`config.mk`:
```
export PLATFORM = sky130hd
export DESIGN_NAME = bram_write_flat
export DESIGN_NICKNAME = d
export VERILOG_FILES = /design/src/rtl/bram_write_if.sv /design/src/rtl/bram_write.sv /design/src/flat_wrapper.sv
export SDC_FILE = /design/constraint.sdc
export NUM_CORES = 1
export LEC_CHECK = 0
export BUFFER_PORTS_ARGS = -buffer_cell sky130_fd_sc_hd__buf_2
export CAP_MARGIN = 20
export CORE_UTILIZATION = 30
export CTS_CLUSTER_SIZE = 20
export DETAILED_ROUTE_END_ITERATION = 10
export MAX_ROUTING_LAYER = met4
export PLACE_DENSITY = 0.45
export SLEW_MARGIN = 20
export SYNTH_ARGS = -nofsm -noshare
export SYNTH_HDL_FRONTEND = slang
export SYNTH_SLANG_ARGS = --single-unit
```
`constraint.sdc`:
```
create_clock -name clk_memory -period 2.6 [get_ports clk_memory]
set_input_delay 0.26 -clock clk_memory [delete_from_list [all_inputs] [get_ports clk_memory]]
set_output_delay 0.26 -clock clk_memory [all_outputs]
set_load 0.01 [all_outputs]
```
`src/rtl/bram_write_if.sv`:
```
// Write-request handshake between the memory-side write path and bram_write.
interface bram_write_if;
  logic [20:0] wr_addr;
  logic [7:0]  wr_data;
  logic        wr_valid;
  logic        wr_ready;

  modport master (output wr_addr, output wr_data, output wr_valid, input wr_ready);
  modport slave  (input wr_addr, input wr_data, input wr_valid, output wr_ready);
endinterface

```
`src/rtl/bram_write.sv`:
```
// Queues byte writes in a small FIFO and drains one per cycle into one of two
// interleaved BRAM banks selected by address bit 3.
module bram_write #(
  parameter int         DEPTH      = 4,
  parameter bit         CHECK_BANK = 1'b1,
  parameter logic [3:0] BANK_SEL   = 4'b0000
) (
  input  logic        clk_memory,
  input  logic        reset,
  bram_write_if.slave wr,
  output logic        idle,
  output logic [7:0]  drop_count,
  output logic [15:0] bram0_addr,
  output logic [7:0]  bram0_din,
  output logic        bram0_en,
  output logic [0:0]  bram0_we,
  input  logic [7:0]  bram0_dout,
  output logic        bram0_clk,
  output logic [15:0] bram1_addr,
  output logic [7:0]  bram1_din,
  output logic        bram1_en,
  output logic [0:0]  bram1_we,
  input  logic [7:0]  bram1_dout,
  output logic        bram1_clk
);
  localparam int              PTR_W    = (DEPTH > 1) ? $clog2(DEPTH) : 1;
  localparam logic [PTR_W:0]   FULL_CNT = (PTR_W+1)'(DEPTH);
  localparam logic [PTR_W:0]   CNT_ONE  = (PTR_W+1)'(1);
  localparam logic [PTR_W-1:0] PTR_ONE  = PTR_W'(1);

  function automatic logic [7:0] sat_inc8(input logic [7:0] v);
    return (v == 8'hFF) ? v : v + 8'd1;
  endfunction

  logic [16:0]      addr_mem [DEPTH];
  logic [7:0]       data_mem [DEPTH];
  logic [PTR_W-1:0] head, tail;
  logic [PTR_W:0]   count;
  logic             in_range, handshake, push, pop;
  logic [16:0]      head_addr_p0;
  logic [7:0]       head_data_p0;
  logic             unused_dout;

  // Read data belongs to the companion reader; this side only writes.
  assign unused_dout = ^{bram0_dout, bram1_dout};

  assign bram0_clk = clk_memory;
  assign bram1_clk = clk_memory;

  assign in_range    = !CHECK_BANK || (wr.wr_addr[20:17] == BANK_SEL);
  assign wr.wr_ready = !reset && (count != FULL_CNT);
  assign handshake   = wr.wr_valid && wr.wr_ready;
  assign push        = handshake && in_range;
  assign pop         = (count != '0);

  assign head_addr_p0 = addr_mem[head];
  assign head_data_p0 = data_mem[head];

  // Stage p0: FIFO storage, written on accepted in-range requests
  always_ff @(posedge clk_memory) begin
    if (push) begin
      addr_mem[tail] <= wr.wr_addr[16:0];
      data_mem[tail] <= wr.wr_data;
    end
  end

  always_ff @(posedge clk_memory or posedge reset) begin
    if (reset) begin
      head       <= '0;
      tail       <= '0;
      count      <= '0;
      drop_count <= 8'd0;
    end else begin
      if (push) tail <= tail + PTR_ONE;
      if (pop)  head <= head + PTR_ONE;
      case ({push, pop})
        2'b10:   count <= count + CNT_ONE;
        2'b01:   count <= count - CNT_ONE;
        default: count <= count;
      endcase
      if (handshake && !in_range) drop_count <= sat_inc8(drop_count);
    end
  end

  // Stage p1: registered BRAM port drive; addr/din hold when nothing drains
  always_ff @(posedge clk_memory or posedge reset) begin
    if (reset) begin
      bram0_en   <= 1'b0;
      bram1_en   <= 1'b0;
      bram0_addr <= 16'd0;
      bram1_addr <= 16'd0;
      bram0_din  <= 8'd0;
      bram1_din  <= 8'd0;
    end else begin
      bram0_en <= pop && !head_addr_p0[3];
      bram1_en <= pop &&  head_addr_p0[3];
      if (pop) begin
        bram0_addr <= {head_addr_p0[16:4], head_addr_p0[2:0]};
        bram1_addr <= {head_addr_p0[16:4], head_addr_p0[2:0]};
        bram0_din  <= head_data_p0;
        bram1_din  <= head_data_p0;
      end
    end
  end

  assign bram0_we = bram0_en;
  assign bram1_we = bram1_en;

  assign idle = (count == '0) && !bram0_en && !bram1_en;
endmodule

```
`src/flat_wrapper.sv`:
```
// flat-port wrapper written by rule: the top's interface ports become plain ports
module bram_write_flat 
#(
  parameter int         DEPTH      = 4,
  parameter bit         CHECK_BANK = 1'b1,
  parameter logic [3:0] BANK_SEL   = 4'b0000
)
  (clk_memory, reset, idle, drop_count, bram0_addr, bram0_din, bram0_en, bram0_we, bram0_dout, bram0_clk, bram1_addr, bram1_din, bram1_en, bram1_we, bram1_dout, bram1_clk, wr_wr_addr, wr_wr_data, wr_wr_valid, wr_wr_ready);
  bram_write_if wr_i ();
  input  logic clk_memory;
  input  logic reset;
  output logic idle;
  output logic [7:0] drop_count;
  output logic [15:0] bram0_addr;
  output logic [7:0] bram0_din;
  output logic bram0_en;
  output logic [0:0] bram0_we;
  input  logic [7:0] bram0_dout;
  output logic bram0_clk;
  output logic [15:0] bram1_addr;
  output logic [7:0] bram1_din;
  output logic bram1_en;
  output logic [0:0] bram1_we;
  input  logic [7:0] bram1_dout;
  output logic bram1_clk;
  input wire logic [$bits(wr_i.wr_addr)-1:0] wr_wr_addr;
  input wire logic [$bits(wr_i.wr_data)-1:0] wr_wr_data;
  input wire logic [$bits(wr_i.wr_valid)-1:0] wr_wr_valid;
  output wire logic [$bits(wr_i.wr_ready)-1:0] wr_wr_ready;
  assign wr_i.wr_addr = wr_wr_addr;
  assign wr_i.wr_data = wr_wr_data;
  assign wr_i.wr_valid = wr_wr_valid;
  assign wr_wr_ready = wr_i.wr_ready;
  bram_write #(.DEPTH(DEPTH), .CHECK_BANK(CHECK_BANK), .BANK_SEL(BANK_SEL)) u_core (.clk_memory(clk_memory), .reset(reset), .wr(wr_i), .idle(idle), .drop_count(drop_count), .bram0_addr(bram0_addr), .bram0_din(bram0_din), .bram0_en(bram0_en), .bram0_we(bram0_we), .bram0_dout(bram0_dout), .bram0_clk(bram0_clk), .bram1_addr(bram1_addr), .bram1_din(bram1_din), .bram1_en(bram1_en), .bram1_we(bram1_we), .bram1_dout(bram1_dout), .bram1_clk(bram1_clk));
endmodule
```
==> flow_summary.json <==
{
  "critPathArrivalTime_ns": 2.70,
  "crit_path_cell_trace": "nor3b_1 -> nor2_1 -> and3_1 -> inv_1 -> ha_1 -> fa_1 -> xnor2_1 -> nor2_1 -> xor2_1",
  "clk_latency_ns": 0.53,
  "setup_viol": 0,
  "clock.fmax_mhz": 443,
  "syn_to_final_growth_pct": 29.2,
  "cellPowerDensity_mw_per_mm2": 1140,
  "total_power_mw": 8.21,
  "cts_setup_buffers": 0,
  "cts_hold_buf": 26,
  "tightestPinTransition_ns": 0.731,
  "dp.cells": 635,
  "synth.largest_area_cell": "edfxtp_1",
  "yosysUniqueCellTypes": 30,
  "synth_ff_type": "edfxtp_1",
  "dieArea_sq_mm": 0.0191,
  "synth.avg_cell_area_sq_um": 16.6,
  "async_flop_share_pct": 29.1,
  "dieWidth_microns": 138,
  "wl_per_cell_microns": 16.4,
  "postRouteAntennaNets": 0,
  "final_hold_viol_count": 0,
  "fill_cells": 1702,
  "fin_ws_ns": 0.345,
  "setup.reg_to_reg.worst_slack_ns": 0.34,
  "synth_fa_ha_area_share_pct": 1.70,
  "synth.area.top_cells": "edfxtp_1 (54%), dfrtp_1 (18%), mux4_2 (10%), nand2_1 (5.0%), buf_4 (3.8%)",
  "finalWirelength_microns": 11400,
  "path_clk_slew_ns": 0.05,
  "maxSlewHeadroom_pct": 51.2,
  "crit_path_end_kind": "flop",
  "grt_pass1_wl_microns": 18200,
  "ioPinCount": 112,
  "die_y_microns": 138,
  "synth_compound_area_share_pct": 0.179,
  "synth_edf_count": 100,
  "worst_hold_path_type": "in -> reg",
  "path_max_fanout": 7,
  "tns_ns": 0,
  "ys_seq_area_share_pct": 72.2,
  "coreArea_sq_mm": 0.0181,
  "finClkSkew_ns": 0.00621,
  "clkPwrFrac_pct": 35.9,
  "combPwrFrac_pct": 26.6,
  "port_buffers": 95,
  "final_util_pct": 39.8,
  "violations": "design-rule violations",
  "dp_slack_ns": 0.336,
  "leakage_nw": 2.87,
  "rsz0062_at_grt": "false",
  "synth_top_family_by_area": "multiplexers",
  "layout-drive-gt1-share_pct": 38.3,
  "dr.pass1.iters": 7,
  "cts_tree": "yes",
  "synth-simple-area-share_pct": 8.21,
  "cts_resized": 0,
  "nets": 510,
  "drtIter0Drc": 192,
  "slew_viol_final": 0,
  "critical_path_class": "reg -> reg",
  "remaining_drc_errors": 18,
  "diodes": 0,
  "antenna_found_initial": 0,
  "syn_inst": 337,
  "grt_overflow": 0,
  "netlist.area_leader.share_pct": 53.8,
  "ir_drop_mv": 0.627,
  "synth_xor_area_share_pct": 1.73,
  "slowest_stage": "dfrtp_1",
  "outcome": "finished, violations left",
  "p_seq_share_pct": 37.5,
  "worst_path_largest_cell_delay_ns": 0.43,
  "cpMostUsedCell": "nor2_1",
  "dpl.hpwl_microns": 6930,
  "yosysMostFrequentCell": "edfxtp_1",
  "period_needed_ns": 2.26,
  "grt_pass1_vias": 3270,
  "ys_ff_latch": 141,
  "syn-num-nets": 392,
  "p_sw_share_pct": 29.4,
  "viasPerCell": 4.34,
  "final_cell_count_no_fill": 696,
  "syn_area_sq_mm": 0.00558,
  "gp_congestion": 0.754,
  "internal_power_mw": 5.80,
  "post-route-period-util_pct": 86.7,
  "vias": 3018,
  "cp.required_ns": 3.04,
  "grt_max_degree": 31,
  "start_util_pct": 30.8,
  "maxCapViolCount": 0,
  "synthTopCellsByCount": "edfxtp_1 (100), nand2_1 (75), dfrtp_1 (41)",
  "grt_usage_pct": 13.7,
  "synthMuxAreaShare_pct": 10.9,
  "p_sw_mw": 2.41,
  "num_rows": 49,
  "startpoint_type": "flop",
  "yosysWarnings": 0
}
==> cells by family after synthesis <==
kind of cell,after synthesis
AOI/OAI and AO/OA,1
xor gates and xnor gates,11
adders and majority gates,7
buffers and inverters,46
DFF,141
muxes,29
and+or+nand+nor,102
==> layer usage <==
| metal | share of wire [%] | vias up | wire length [microns] | global-route usage (%) |
|---|---|---|---|---|
| li1 | - | 1434 | - | - |
| met1 | 48 | 1493 | 5430 | 17.2 |
| met2 | 47 | 81 | 5370 | 19.8 |
| met3 | 3.8 | 10 | 431 | 3.84 |
| met4 | 1.7 | 0 | 191 | 7.81 |
| met5 | 0 | - | 0 | - |
==> state kept, by name (all words and copies together) (netlist names), 2 cells and up <==
name,flops
u_core.bram0_addr,16
u_core.bram0_din,8
u_core.drop_count,8
u_core.addr_mem,68
u_core.data_mem,32
u_core.head,2
u_core.tail,2
u_core.count,3
==> cell type report <==
class / instances / area (sq um) / area share (%)
multi-input cells: 150 / 1280 / 17.7
clock buffers: 25 / 553 / 7.67
inverters: 6 / 22.5 / 0.313
clock inverters: 12 / 193 / 2.67
repair buffers: 133 / 843 / 11.7
flip-flops and latches: 141 / 4030 / 55.9
well taps: 229 / 287 / 3.98
==> metrics by stage <==
stage	instance area, sq um	hold WS (ns)
floorplan	5580	0.352
global placement	6210	0.361
detailed placement	6210	0.361
CTS	7210	0.240
global route	7210	0.268
finish	7210	0.263
==> power groups by stage <==
stage | clock (mW) | sequential (mW) | combinational, mW
after floorplan | 0.0634 | 3.16 | 1.55
after global placement | 0.0465 | 3.11 | 2.18
after detailed placement | 0.0465 | 3.14 | 2.20
after CTS | 3.04 | 3.10 | 2.25
after global routing | 3.13 | 3.15 | 2.42
final | 2.95 | 3.08 | 2.18
==> cell usage in the layout (no fill, tap or decap), types with 2 or more instances in the layout <==
cell type,synthesis,final
and2_2,0,4
buf_2,4,95
buf_4,28,13
bufinv_16,0,5
clkbuf_16,0,21
clkinv_1,0,2
clkinv_2,0,2
dfrtp_1,41,40
dlygate4sd3_1,0,26
edfxtp_1,100,100
ha_1,6,6
inv_1,5,4
inv_2,1,2
mux2_1,2,2
mux2_2,2,2
mux4_2,25,25
nand2_1,75,75
nand3_1,3,3
nor2_1,6,6
nor3_1,3,3
nor4_2,2,2
xnor2_1,5,5
xor2_1,6,6
==> worst paths after layout <==
path / startpoint / to / cells past startpoint
worst max-delay path: u_core.count[2] / u_core.count[2] / 9
worst min-delay path: wr_wr_valid / u_core.tail[0] / 3
worst max register to register: u_core.count[2] / u_core.count[2] / 9
worst min register to register: u_core.bram0_addr[11] / u_core.bram0_addr[11] / 2
max in group asynchronous: reset / u_core.bram0_din[7] / 4
min in group asynchronous: reset / u_core.count[2] / 3
==> worst max-delay path: cells and delay by family, from the launching register on <==
family	cells	cell delay [ns]
simple gates	4	0.73
fa+ha+maj	2	0.60
flops	1	0.43
xor+xnor	2	0.31
buf+inv	1	0.08
Note: power is estimated with default switching activity, not from simulation.
